--- src/rtl/cpu_pc_stack.sv ---
// Program counter and circular return-address stack for the 4-bit CPU (JUN/JMS/BBL).
// Define CPU_PC_STACK_ERR_EN to build the sticky stack_ovf/stack_unf flag registers.
module cpu_pc_stack #(
    parameter int          STACK_DEPTH = 3,
    parameter logic [11:0] RESET_PC    = 12'h000
) (
    input  logic        clock,
    input  logic        reset,
    input  logic [2:0]  cycle,
    input  logic [7:0]  inst,
    output logic [3:0]  addr_out,
    output logic        addr_oe,
    output logic [11:0] pc,
    output logic        second_word,
    output logic [2:0]  stack_level,
    output logic        stack_ovf,
    output logic        stack_unf
);

    localparam int         PTR_W    = $clog2(STACK_DEPTH);
    localparam logic [PTR_W-1:0] PTR_LAST = PTR_W'(STACK_DEPTH - 1);
    localparam logic [2:0] LVL_FULL = 3'(STACK_DEPTH);

    typedef enum logic {
        FETCH   = 1'b0,
        OPERAND = 1'b1
    } state_t;

    state_t            state;
    state_t            state_next;
    logic [11:0]       pc_next;
    logic [11:0]       pc_inc;
    logic [3:0]        hi;
    logic [3:0]        hi_next;
    logic              is_jms;
    logic              is_jms_next;
    logic              push_en;
    logic              pop_en;
    logic [PTR_W-1:0]  ptr;
    logic [PTR_W-1:0]  ptr_inc;
    logic [PTR_W-1:0]  ptr_dec;
    logic [11:0]       slots [0:STACK_DEPTH-1];

    assign pc_inc      = pc + 12'd1;
    assign ptr_inc     = (ptr == PTR_LAST) ? '0 : ptr + 1'b1;
    assign ptr_dec     = (ptr == '0) ? PTR_LAST : ptr - 1'b1;
    assign second_word = (state == OPERAND);

    always_comb begin
        addr_out = 4'h0;
        addr_oe  = 1'b0;
        case (cycle)
            3'd0: begin addr_out = pc[3:0];  addr_oe = 1'b1; end
            3'd1: begin addr_out = pc[7:4];  addr_oe = 1'b1; end
            3'd2: begin addr_out = pc[11:8]; addr_oe = 1'b1; end
            default: ;
        endcase
    end

    // Everything below only advances on the X3 edge; all other edges hold.
    always_comb begin
        state_next  = state;
        pc_next     = pc;
        hi_next     = hi;
        is_jms_next = is_jms;
        push_en     = 1'b0;
        pop_en      = 1'b0;
        if (cycle == 3'd7) begin
            case (state)
                FETCH: begin
                    if (inst[7:4] == 4'h4 || inst[7:4] == 4'h5) begin
                        hi_next     = inst[3:0];
                        is_jms_next = inst[4];
                        pc_next     = pc_inc;
                        state_next  = OPERAND;
                    end else if (inst[7:4] == 4'hC) begin
                        pop_en  = 1'b1;
                        pc_next = slots[ptr_dec];
                    end else begin
                        pc_next = pc_inc;
                    end
                end
                OPERAND: begin
                    // The operand byte is pure address data; it is never decoded.
                    pc_next    = {hi, inst};
                    push_en    = is_jms;
                    state_next = FETCH;
                end
                default: state_next = FETCH;
            endcase
        end
    end

    always_ff @(posedge clock) begin
        if (reset) begin
            state  <= FETCH;
            pc     <= RESET_PC;
            hi     <= 4'h0;
            is_jms <= 1'b0;
        end else begin
            state  <= state_next;
            pc     <= pc_next;
            hi     <= hi_next;
            is_jms <= is_jms_next;
        end
    end

    // Circular stack: a push when full silently replaces the oldest entry.
    always_ff @(posedge clock) begin
        if (reset) begin
            ptr         <= '0;
            stack_level <= 3'd0;
            for (int i = 0; i < STACK_DEPTH; i++) slots[i] <= 12'h000;
        end else if (push_en) begin
            slots[ptr] <= pc_inc;
            ptr        <= ptr_inc;
            if (stack_level != LVL_FULL) stack_level <= stack_level + 3'd1;
        end else if (pop_en) begin
            ptr <= ptr_dec;
            if (stack_level != 3'd0) stack_level <= stack_level - 3'd1;
        end
    end

`ifdef CPU_PC_STACK_ERR_EN
    always_ff @(posedge clock) begin
        if (reset) begin
            stack_ovf <= 1'b0;
            stack_unf <= 1'b0;
        end else begin
            if (push_en && stack_level == LVL_FULL) stack_ovf <= 1'b1;
            if (pop_en && stack_level == 3'd0)      stack_unf <= 1'b1;
        end
    end
`else
    assign stack_ovf = 1'b0;
    assign stack_unf = 1'b0;
`endif

endmodule

--- config.mk ---
export PLATFORM = sky130hd
export DESIGN_NAME = cpu_pc_stack
export DESIGN_NICKNAME = d
export VERILOG_FILES = /design/src/rtl/cpu_pc_stack.sv
export SDC_FILE = /design/constraint.sdc
export NUM_CORES = 1
export LEC_CHECK = 0
export ABC_AREA = 1
export CAP_MARGIN = 20
export CORE_UTILIZATION = 52
export DETAILED_ROUTE_END_ITERATION = 10
export PLACE_DENSITY_LB_ADDON = 0.15
export SLEW_MARGIN = 20
export SYNTH_ARGS = -nofsm -noshare
export SYNTH_HDL_FRONTEND = slang
export SYNTH_SLANG_ARGS = --single-unit
--- constraint.sdc ---
create_clock -name clock -period 1.6 [get_ports clock]
set_clock_uncertainty 0.05 [all_clocks]
set_input_delay 0.16 -clock clock [delete_from_list [all_inputs] [get_ports clock]]
set_output_delay 0.16 -clock clock [all_outputs]
set_load 0.01 [all_outputs]
# Yosys cells after proc, flatten, opt, wreduce, memory -nomap -nowiden
# Memory sizes are Yosys's and may differ from the RTL's.
# Cells that the tools add are included.
# W data, S select, Z words.
# totals
ramBits	36
output_inout_bits	23
ff_bits	23
input_bits	13
mem_count	1
wordCells	61
# classes
mux	29
eq_ne	9
reduce_logical	10
n_addsub	5
bitwise	1
# mem_list
name	depth	word_bits	rd	rd_clocked_by_memory_dff	write_ports	line	rtl
slots	3	12	1	0	3	42	logic [11:0] slots [0:STACK_DEPTH-1];
# ops
cell	count
$mux W12	3
$pmux W12 S2	1
$mux W1	14
$add A12 B1 Y12 const B	1
$mux W3	4
$pmux W4 S3	1
$reduce_or A12 Y1	1
$mux W2	5
$eq A4 B3 Y1 const B	2
$reduce_and A3 Y1	2
$eq A4 B4 Y1 const B	1
$reduce_bool A2 Y1	2
$add A3 B1 Y3 const B	1
$eq A3 B1 Y1 const B	1
$eq A3 B2 Y1 const B	1
$eq A3 B3 Y1 const B	1
$logic_not A3 Y1	1
$ne A3 B2 Y1 const B	1
$reduce_bool A3 Y1	1
$reduce_or A3 Y1	1
$sub A3 B1 Y3 const B	1
$add A2 B1 Y2 const B	1
$eq A2 B2 Y1 const B	1
$logic_not A2 Y1	1
5 further kinds	5

# Logic depth before layout (Yosys ltp)
# Gate-level depths: netlist (run 1).
# logic_depth
word_depth	7
ltp_mapped	12
ltp_nobuf	11

# Worst setup path after synthesis (run 1)
# OpenSTA, ideal clock, no wires.
# synth_path
kind	register -> register
startpoint	register state, in the netlist second_word
endpoint	memory slots[2][0] (enable)
arrival_ps	1421
stages_incl_launch_ff	9
setup_time_ps	350
slack_ps	-221
n_path_buf	2
t_required_ps	1200
cell_sequence	dfxtp_1 -> buf_4 -> nand2_1 -> inv_1 -> nand2_4 -> nor2_4 -> nand2_2 -> buf_6 -> nand2_1
# synth_rtl
element	line	rtl
start, declared	29	state_t state;
start signal, assigned	101	state <= state_next;
end, declared	42	

# Worst setup path after layout (run 1)
# layout_path
startpoint	register state, in the netlist second_word
endpoint	output port second_word
# layout_rtl
element	line	rtl
end, declared	14	output logic second_word,
# No word-level cell between the ends.

==> results of run 1 <==
-- layout make-up --
class                      count  area share, %
sequential                    71           38.1
clock inverter                 7           2.37
multi-input combinational    333           33.7
inverter                      51           4.03
clock buffer                   9           2.45
tap                           96           2.37
timing repair buffer          91           17.0
-- per-layer routing --
layer  part of all wire [%]  global-route usage, %  up-vias
met4                    2.1                   10.6        0
met2                     50                   48.4      104
li1                       -                      -     1696
met1                     42                   34.7     1617
met5                      0                      0        -
met3                    5.3                   4.55       19
-- critical path: cells and delay by family (launching register included) --
family / cells / cell delay (ns)
buf+inv: 2 / 0.67
flops: 1 / 0.34
-- kinds of logic (layout without fill, tap and decap cells) --
kind of cell / Yosys count / count (layout)
AO/OA/AOI/OAI: 63 / 63
adder cells (fa/ha/maj): 7 / 7
XOR/XNOR: 3 / 3
buffers and inverters: 71 / 158
AND/OR/NAND/NOR: 258 / 258
flip-flops: 71 / 71
other: 1 / 2
-- placed cells by master, fill, tap and decap left out, types with 11 or more instances in the layout --
master / instances
nor2_1: 64
o21ai_0: 24
buf_4: 45
nand2_2: 11
nand3_1: 24
dfxtp_2: 14
inv_1: 39
nand2_1: 115
edfxtp_1: 48
clkdlybuf4s50_1: 20
nor2_2: 14
a21oi_1: 25
-- per-stage QoR --
step	instances	worst slack [ns]
after floorplan	475	0.00825
after global placement	637	-0.343
after detailed placement	637	-0.391
after CTS	654	-0.0964
after global routing	658	-0.0700
final	658	0.0374
-- what timing repair did --
item,4_1_cts,5_1_grt
setup endpoints to repair,26,25
setup buffers,1,3
endpoints found under the hold margin,0,0
resized for setup,29,59
pin swaps,0,17
cloned,0,1
-- registers in the layout (all words and copies together) (netlist names) --
signal       cells
slots           48
pc              12
hi               4
stack_level      3
ptr              2
is_jms           1
second_word      1
-- power groups by stage --
stage	clock, mW	sequential [mW]	combinational, mW
finish	1.76	2.02	0.350
global route	1.84	2.03	0.383
CTS	1.76	2.02	0.335
detailed placement	0	2.06	0.335
global placement	0	2.06	0.329
floorplan	0	2.07	0.152
-- path summary, 6_finish.rpt --
check | to | cells after the start
min reg2reg | hi[3] | 2
min | hi[3] | 2
max | second_word | 2
max reg2reg | pc[8] | 9
==> out/metrics.yaml, run 1 <==
timing:
  setup_viol: 0
  timing.final.hold_violations: 0
  rsz0062_at_grt: "yes"
  fmax_ghz: 0.640
  timing.final.crit_share_pct: 97.7
  whs_ns: 0.404
  slew_violations: 0
  period_minus_slack_ns: 1.56
  fin_tns_setup_ns: 0
floorplan:
  die_width_um: 87.3
  initial_core_util_pct: 54.8
  ioPinCount: 36
  placement_rows: 30
  fp.dieArea_mm2: 0.00763
  die_y_um: 87.3
  core_mm2: 0.00691
clock_tree:
  cts.sinks: 71
  cts_made_buffers: 9
  clk_pin_slew_worst_paths_ns: 0.08
  htree_levels: 3
  clockBufferDepth: 2
  cts_root_buf: "clkbuf_8"
  cts_tree: "done"
  holdBufCountCts: 0
  clk_latency_ns: 0.34
drt:
  vias: 3436
  wire_per_inst_um: 15.1
  ant_nets: 0
  drt-vias-per-instance: 5.22
  dr.pass1.iters: 5
  drt_first_iter_violations: 173
  wirelength_um: 9960
  drc: 0
synth:
  ys_async_sr_fraction_pct: 0
  netlist.top_cell.by_area: "edfxtp_1"
  avgSynthCellArea_um2: 7.99
  synth.mux.area_fraction_pct: 0
  synth-simple-area-share_pct: 29.6
  synth_compound_area_share_pct: 8.66
  synth_fa_ha_area_share_pct: 2.51
  synth_edf_count: 48
  yosysWarnings: 0
  mappedNetlistArea_mm2: 0.00379
  synth_top_area_share_pct: 38.1
  yosysSeqAreaShare_pct: 50.2
  synth_top_family_by_area: "simple AND/OR/NAND/NOR gates"
  yosysMostFrequentCell: "nand2_1"
  synth-seq-cells: 71
  synth_xor_xnor_area_share_pct: 0.694
  synth.top_cells.by_area: "edfxtp_1 (38%), dfxtp_1 (12%), nand2_1 (12%)"
  yosys-top-cells-count: "nand2_1 (122), nor2_1 (71), edfxtp_1 (48), inv_1 (44)"
  synthCells: 474
  synthFlopType: "edfxtp_1"
  synth_cell_types: 32
setup_path:
  reg2reg_slack_ns: 0.04
  crit_slowest_cell: "clkdlybuf4s50_1"
  worstReg2RegStart: "ptr[0]"
  start_kind: "flip-flop"
  cp.required_ns: 1.39
  critPathArrivalTime_ns: 1.35
  critPathMaxFanout: 6
  critPathKind: "flip-flop to output port"
  cpPeakStageDelay_ns: 0.53
  crit_path_end_kind: "output port"
  crit_chain: "buf_4, clkdlybuf4s50_1"
  critPathLaunch: "second_word"
pwr:
  ir_drop_mv: 0.470
  power_mw: 4.13
  internal-power_mw: 3.19
  netSwitchingPower_uw: 941
  power_leakage_nw: 2.16
  power.share.sequential_pct: 49.0
  clockPowerShare_pct: 42.5
  power_per_cell_area_mw_per_mm2: 814
  switching_share_pct: 22.8
  combPwrFrac_pct: 8.5
final_layout:
  utilization_pct: 73.4
  design_area_mm2: 0.00507
  seqCellArea_mm2: 0.00193
  multiInputGateArea_mm2: 0.00171
  drive_above_1_share_pct: 27.9
  n_fill_cell: 541
  area_delta_synth_final_pct: 33.8
  nets: 577
  diodes: 0
grt:
  antenna_found_initial: 0
  grt_pass1_wl_um: 15600
  grt_max_degree: 20
  grtUsageTotal_pct: 27.8
  grt_overflow: 0
  grt_pass1_vias: 3133
place:
  gp_congestion: 0.881
  placed_area_mm2: 0.00459
  hpwl_um: 6960
  port_buffers: 33
worst_hold_path:
  min_from: "hi[3]"
  hold_path.class: "flip-flop to flip-flop"
run_status:
  status: "finished, final reports clean"
job:
  max_cap_violations: 0
Power figures use the tool's default switching activity.
==> inputs of run 2 (changes only) <==
--- a/config.mk
+++ b/config.mk
@@ -7,9 +7,9 @@
 export LEC_CHECK = 0
 export ABC_AREA = 1
 export CAP_MARGIN = 20
-export CORE_UTILIZATION = 52
+export CORE_UTILIZATION = 50
 export DETAILED_ROUTE_END_ITERATION = 10
-export PLACE_DENSITY_LB_ADDON = 0.15
+export PLACE_DENSITY = 0.86
 export SLEW_MARGIN = 20
 export SYNTH_ARGS = -nofsm -noshare
 export SYNTH_HDL_FRONTEND = slang
==> run 2 against run 1 <==
Effect of this change:
- the flow now finishes with violations (setup timing)
- clock power fell by 18%
- clock-buffer cell count rose by 1
- global-route usage fell by 0.73 points
- power fell by 7.2%
- combinational power rose by 4%
- utilization fell by 3.8 points
- final cell count rose by 0.76%
- via count rose by 7.2%
- die area rose by 3.9%
- sequential power barely moved
- routed wire length rose by 12%
- critical endpoint is now pc[3]
- largest power group unchanged
==> out/metrics.yaml, run 2 (synthesis gave the netlist of run 1 again) <==
timing:
  setup_viol: 1  # +1
  timing.final.crit_share_pct: 100  # +2.8 points
  whs_ns: 0.401  # -0.00386 ns
  timing.final.hold_violations: 0  # unchanged
  setup_slack_ns: -0.00709  # -0.0445 ns
  rsz0062_at_grt: "yes"
  slew_violations: 0  # unchanged
  fmax_ghz: 0.622  # -2.8%
  fin_tns_setup_ns: -0.00709  # -0.00709 ns
  period_minus_slack_ns: 1.61  # +0.0445 ns
floorplan:
  core_mm2: 0.00729  # +5.6%
  placement_rows: 31  # +3.3%
  die_width_um: 89.0  # +1.9%
  ioPinCount: 36  # unchanged
  fp.dieArea_mm2: 0.00793  # +3.9%
  initial_core_util_pct: 51.9  # -2.9 points
  die_y_um: 89.0  # +1.9%
place:
  hpwl_um: 7040  # +1.2%
  place_inst: 641  # +0.63%
  dp_slack_ns: -0.378  # +0.0123 ns
  placed_area_mm2: 0.00460  # +0.25%
  port_buffers: 33  # unchanged
  gp_congestion: 0.882  # about the same
setup_path:
  crit_slowest_cell: "dfxtp_4"
  start_kind: "flip-flop"
  crit_path_end_kind: "flip-flop"
  cp.required_ns: 1.80  # +0.41 ns
  crit_top_cell: "nand2_1"
  cpPeakStageDelay_ns: 0.39  # -0.14 ns
  crit_chain: "inv_4, ha_4, inv_6, buf_12, nor2_1, o21ai_1, nand2_1, nand2_1, nand4_1, nand2_1, inv_1"
  critPathKind: "flip-flop to flip-flop"
  critPathMaxFanout: 6  # unchanged
  rr_worst_depth: 11  # +2
  critPathArrivalTime_ns: 1.80  # +0.45 ns
grt:
  grt_use_met3_pct: 5.08  # +0.53 points
  grtUsageTotal_pct: 27.1  # -0.73 points
  grtUsageMet2_pct: 47.3  # -1.2 points
  grt_pass1_wl_um: 15700  # +0.79%
  grt_pass1_vias: 3331  # +6.3%
  grt_max_degree: 20  # unchanged
  antenna_found_initial: 0  # unchanged
  grt-busiest-layer: "met2"
  grt_overflow: 0  # unchanged
  use_met1_pct: 32.1  # -2.5 points
worst_hold_path:
  holdPathStages: 2  # unchanged
  hold_path.class: "flip-flop to flip-flop"
drt:
  wire_per_inst_um: 16.8  # +11%
  ant_nets: 0  # unchanged
  drt_first_iter_violations: 345  # +99%
  wirelength_um: 11200  # +12%
  drt-vias-per-instance: 5.56  # +6.4%
  dr.pass1.iters: 5  # unchanged
  drc: 0  # unchanged
  vias: 3683  # +7.2%
final_layout:
  n_fill_cell: 525  # -3.0%
  area_delta_synth_final_pct: 34.0
  largest_reg_flops: 48  # unchanged
  final_common_cell: "nand2_1"
  design_area_mm2: 0.00507  # +0.15%
  utilization_pct: 69.6  # -3.8 points
  nets: 579  # +0.35%
  diodes: 0  # unchanged
  regMostFlops: "slots"
  drive_above_1_share_pct: 27.3  # -0.63 points
  most-common-layout-cells: "nand2_1 (117), nor2_1 (62), buf_4 (50)"
  largest_registers: "slots x48, pc x12, hi x4"
  fin_cells: 663  # +0.76%
pwr:
  power_per_cell_area_mw_per_mm2: 755  # -7.4%
  power_mw: 3.83  # -7.2%
  ir_drop_mv: 0.495  # +5.3%
  power_leakage_nw: 2.11  # -2.0%
job:
  max_cap_violations: 0  # unchanged
clock_tree:
  cts.sinks: 71  # unchanged
  cts_made_buffers: 9  # unchanged
  holdBufCountCts: 0  # unchanged
  clockBufferDepth: 2  # unchanged
  clk_latency_ns: 0.36  # +0.02 ns
  cts_tree: "done"
  clk_pin_slew_worst_paths_ns: 0.08  # about the same
  htree_levels: 3  # unchanged
  cts_root_buf: "clkbuf_8"
run_status:
  status: "finished with violations"
  violations: "setup timing"
-- run 2: cell types whose count changed in the layout (fill, tap and decap cells not counted), moves of 2 or more --
cell / before / now
bufinv_16: 3 / 1
buf_6: 7 / 1
clkbuf_2: 2 / 0
nand3_1: 24 / 27
o21ai_2: 1 / 3
dlygate4sd2_1: 7 / 10
nand3_2: 7 / 4
nor2_2: 14 / 9
nor2_4: 5 / 12
buf_4: 45 / 50
o21ai_0: 24 / 21
nand2_1: 115 / 117
nor2_1: 64 / 62
-- run 2: path summary, 6_finish.rpt --
kind                            startpoint     to  slack [ns]
worst max-delay path                ptr[1]  pc[3]      -0.007
worst min-delay path                 hi[3]  hi[3]        0.40
worst max register to register      ptr[1]  pc[3]      -0.007
worst min register to register       hi[3]  hi[3]        0.40
-- run 2: report_power, final --
group	total (mW)	switching (mW)	internal (mW)
sequential	2.03	0.0337	1.99
combinational	0.363	0.209	0.154
clock	1.44	0.722	0.716
total	3.83	0.965	2.86
-- run 2: metal layers --
metal | vias to the layer above | wire (um) | part of all wire [%]
li1 | 1700 | - | -
met1 | 1707 | 4260 | 38
met2 | 224 | 5500 | 49
met3 | 52 | 902 | 8.1
met4 | 0 | 497 | 4.5
met5 | - | 0 | 0
-- run 2: what timing repair did --
action | CTS | global route
buffers inserted | 1 | 3
resized for setup | 31 | 58
endpoints found under the setup margin | 29 | 29
gates cloned | 0 | 2
pin swaps | 2 | 15
-- run 2: final cells by class --
| class | count | area (um^2) | share of cell area, % |
|---|---|---|---|
| Multi-Input combinational cell | 333 | 1730 | 34.2 |
| Timing Repair Buffer | 93 | 895 | 17.6 |
| Clock inverter | 6 | 61.3 | 1.21 |
| Inverter | 51 | 204 | 4.02 |
| Sequential cell | 71 | 1930 | 38.0 |
| Clock buffer | 10 | 128 | 2.52 |
| Tap cell | 99 | 124 | 2.44 |
-- run 2: worst max-delay path, delay by kind of cell (launching register included) --
kind                       cells  cell delay [ns]
DFF                            1             0.39
AOI/OAI and AO/OA              1             0.06
and+or+nand+nor                5             0.41
adders and majority gates      1             0.27
buffers and inverters          4             0.29
==> inputs of run 3 (changes only) <==
--- a/config.mk
+++ b/config.mk
@@ -9,6 +9,7 @@
 export CAP_MARGIN = 20
 export CORE_UTILIZATION = 50
 export DETAILED_ROUTE_END_ITERATION = 10
+export GPL_TIMING_DRIVEN = 0
 export PLACE_DENSITY = 0.86
 export SLEW_MARGIN = 20
 export SYNTH_ARGS = -nofsm -noshare
==> run 3 against run 2 <==
Effect of this change:
- the flow still finishes with violations (setup timing)
- critical endpoint is now pc[1]
- worst hold slack gained 0.0065 ns
- via count rose by 4.0%
- power is 9.1% higher
==> out/metrics.yaml, run 3 (synthesis gave the netlist of run 1 again) <==
timing:
  fin_tns_setup_ns: -0.421  # -0.414 ns
  fmax_ghz: 0.563  # -9.5%
  rsz0062_at_grt: "yes"
  setup_slack_ns: -0.175  # -0.168 ns
  period_minus_slack_ns: 1.78  # +0.168 ns
  setup_viol: 10  # +9
  timing.final.crit_share_pct: 111  # +11 points
  slew_violations: 0  # unchanged
  whs_ns: 0.407  # +0.00646 ns
  timing.final.hold_violations: 0  # unchanged
floorplan:
  die_y_um: 89.0  # unchanged
  core_mm2: 0.00729  # unchanged
  initial_core_util_pct: 51.9  # unchanged
  placement_rows: 31  # unchanged
  fp.dieArea_mm2: 0.00793  # unchanged
  ioPinCount: 36  # unchanged
  die_width_um: 89.0  # unchanged
clock_tree:
  cts.sinks: 71  # unchanged
  cts_tree: "done"
  holdBufCountCts: 0  # unchanged
  cts_root_buf: "clkbuf_8"
  clk_latency_ns: 0.36  # about the same
  cts_made_buffers: 9  # unchanged
  htree_levels: 3  # unchanged
  clk_pin_slew_worst_paths_ns: 0.08  # about the same
  clockBufferDepth: 2  # unchanged
pwr:
  switching_share_pct: 23.9  # -1.3 points
  power_per_cell_area_mw_per_mm2: 792  # +5.0%
  ir_drop_mv: 0.516  # +4.4%
  power_mw: 4.17  # +9.1%
  combPwrFrac_pct: 8.7  # -0.8 points
  clockPowerShare_pct: 42.7  # +5.1 points
  power.share.sequential_pct: 48.6  # -4.4 points
  internal-power_mw: 3.18  # +11%
  netSwitchingPower_uw: 1000  # +3.6%
  power_leakage_nw: 2.11  # about the same
final_layout:
  multiInputGateArea_mm2: 0.00194  # +12%
  final_common_cell: "nand2_1"
  n_fill_cell: 477  # -9.1%
  fin_cells: 649  # -2.1%
  nets: 565  # -2.4%
  diodes: 0  # unchanged
  utilization_pct: 72.3  # +2.7 points
  most-common-layout-cells: "nand2_1 (98), nor2_1 (58), edfxtp_1 (48)"
  area_delta_synth_final_pct: 39.2
  largest_reg_flops: 48  # unchanged
  seqCellArea_mm2: 0.00195  # +0.97%
  drive_above_1_share_pct: 34.0  # +6.7 points
  regMostFlops: "slots"
  design_area_mm2: 0.00527  # +3.9%
  largest_registers: "slots x48, pc x12, hi x4"
place:
  place_inst: 607  # -5.3%
  port_buffers: 33  # unchanged
  gp_congestion: 0.936  # +6.1%
  placed_area_mm2: 0.00426  # -7.5%
  hpwl_um: 6760  # -4.0%
  dp_slack_ns: -0.761  # -0.382 ns
worst_hold_path:
  hold_path.class: "flip-flop to flip-flop"
grt:
  antenna_found_initial: 0  # unchanged
  grt_pass1_vias: 3399  # +2.0%
  grtUsageTotal_pct: 28.9  # +1.8 points
  grt_pass1_wl_um: 16500  # +5.1%
  grt_max_degree: 14  # -30%
  grt_overflow: 0  # unchanged
setup_path:
  start_kind: "flip-flop"
  critPathKind: "flip-flop to flip-flop"
  cp.required_ns: 1.80  # about the same
  critPathMaxFanout: 7  # +1
  crit_path_end_kind: "flip-flop"
  critPathArrivalTime_ns: 1.97  # +0.17 ns
run_status:
  violations: "setup timing"
  status: "finished with violations"
drt:
  ant_nets: 0  # unchanged
  drc: 0  # unchanged
  vias: 3831  # +4.0%
  dr.pass1.iters: 7  # +2
  wire_per_inst_um: 18.4  # +9.1%
  drt-vias-per-instance: 5.90  # +6.3%
  wirelength_um: 11900  # +6.8%
  drt_first_iter_violations: 439  # +27%
job:
  max_cap_violations: 0  # unchanged
[run 3: cell count changes in the layout (fill, tap and decap cells not counted), sizes merged]
cell	delta
bufinv	+2
dlygate4sd2	-6
clkdlybuf4s50	+5
buf	-20
clkdlybuf4s15	+3
clkinv	-2
dlymetal6s2s	-2
clkbuf	+5
clkinvlp	+1
[run 3: repair_timing]
| item | 4_1_cts | 5_1_grt |
|---|---|---|
| buffers inserted | 12 | 9 |
| endpoints found under the setup margin | 94 | 74 |
| cloned | 2 | 3 |
| gates resized for setup | 80 | 107 |
| pin swaps | 8 | 42 |
[run 3: final timing paths]
path | slack [ns] | to | cells past startpoint | from
max | -0.18 | pc[1] | 11 | ptr[0]
min | 0.41 | hi[3] | 2 | hi[3]
min reg2reg | 0.41 | hi[3] | 2 | hi[3]
max reg2reg | -0.18 | pc[1] | 11 | ptr[0]
[run 3: area by class of cell]
type | instances | share of cell area [%]
clock inverters | 7 | 2.28
plain buffers | 20 | 3.80
inverters | 51 | 4.01
repair buffers | 59 | 11.4
flip-flops and latches | 71 | 37.0
multi-input cells | 333 | 36.9
well taps | 99 | 2.35
clock buffers | 9 | 2.35
[run 3: routing by layer]
layer	GRT usage, %	wire length [um]	vias to the layer above
met5	0	0	-
met4	19.0	737	0
met3	3.05	1040	78
met2	49.9	5790	309
met1	34.6	4350	1769
li1	-	-	1675
[run 3: power by group through the flow]
stage	combinational, mW	clock [mW]	sequential, mW
4_1_cts	0.300	1.76	2.02
3_5_place_dp	0.279	0	2.07
3_3_place_gp	0.270	0	2.07
2_1_floorplan	0.152	0	2.07
5_1_grt	0.387	1.84	2.04
6_report	0.362	1.78	2.03
[run 3: critical path, cell delays in order, from the launching register on]
cell and delay, ns:
dfxtp_2 0.36, inv_4 0.06, ha_4 0.17, buf_12 0.15, buf_8 0.13, buf_8 0.13
nor2_4 0.09, nor2_2 0.04, o21ai_1 0.15, o211ai_1 0.16, nand2_1 0.12, a21oi_1 0.06
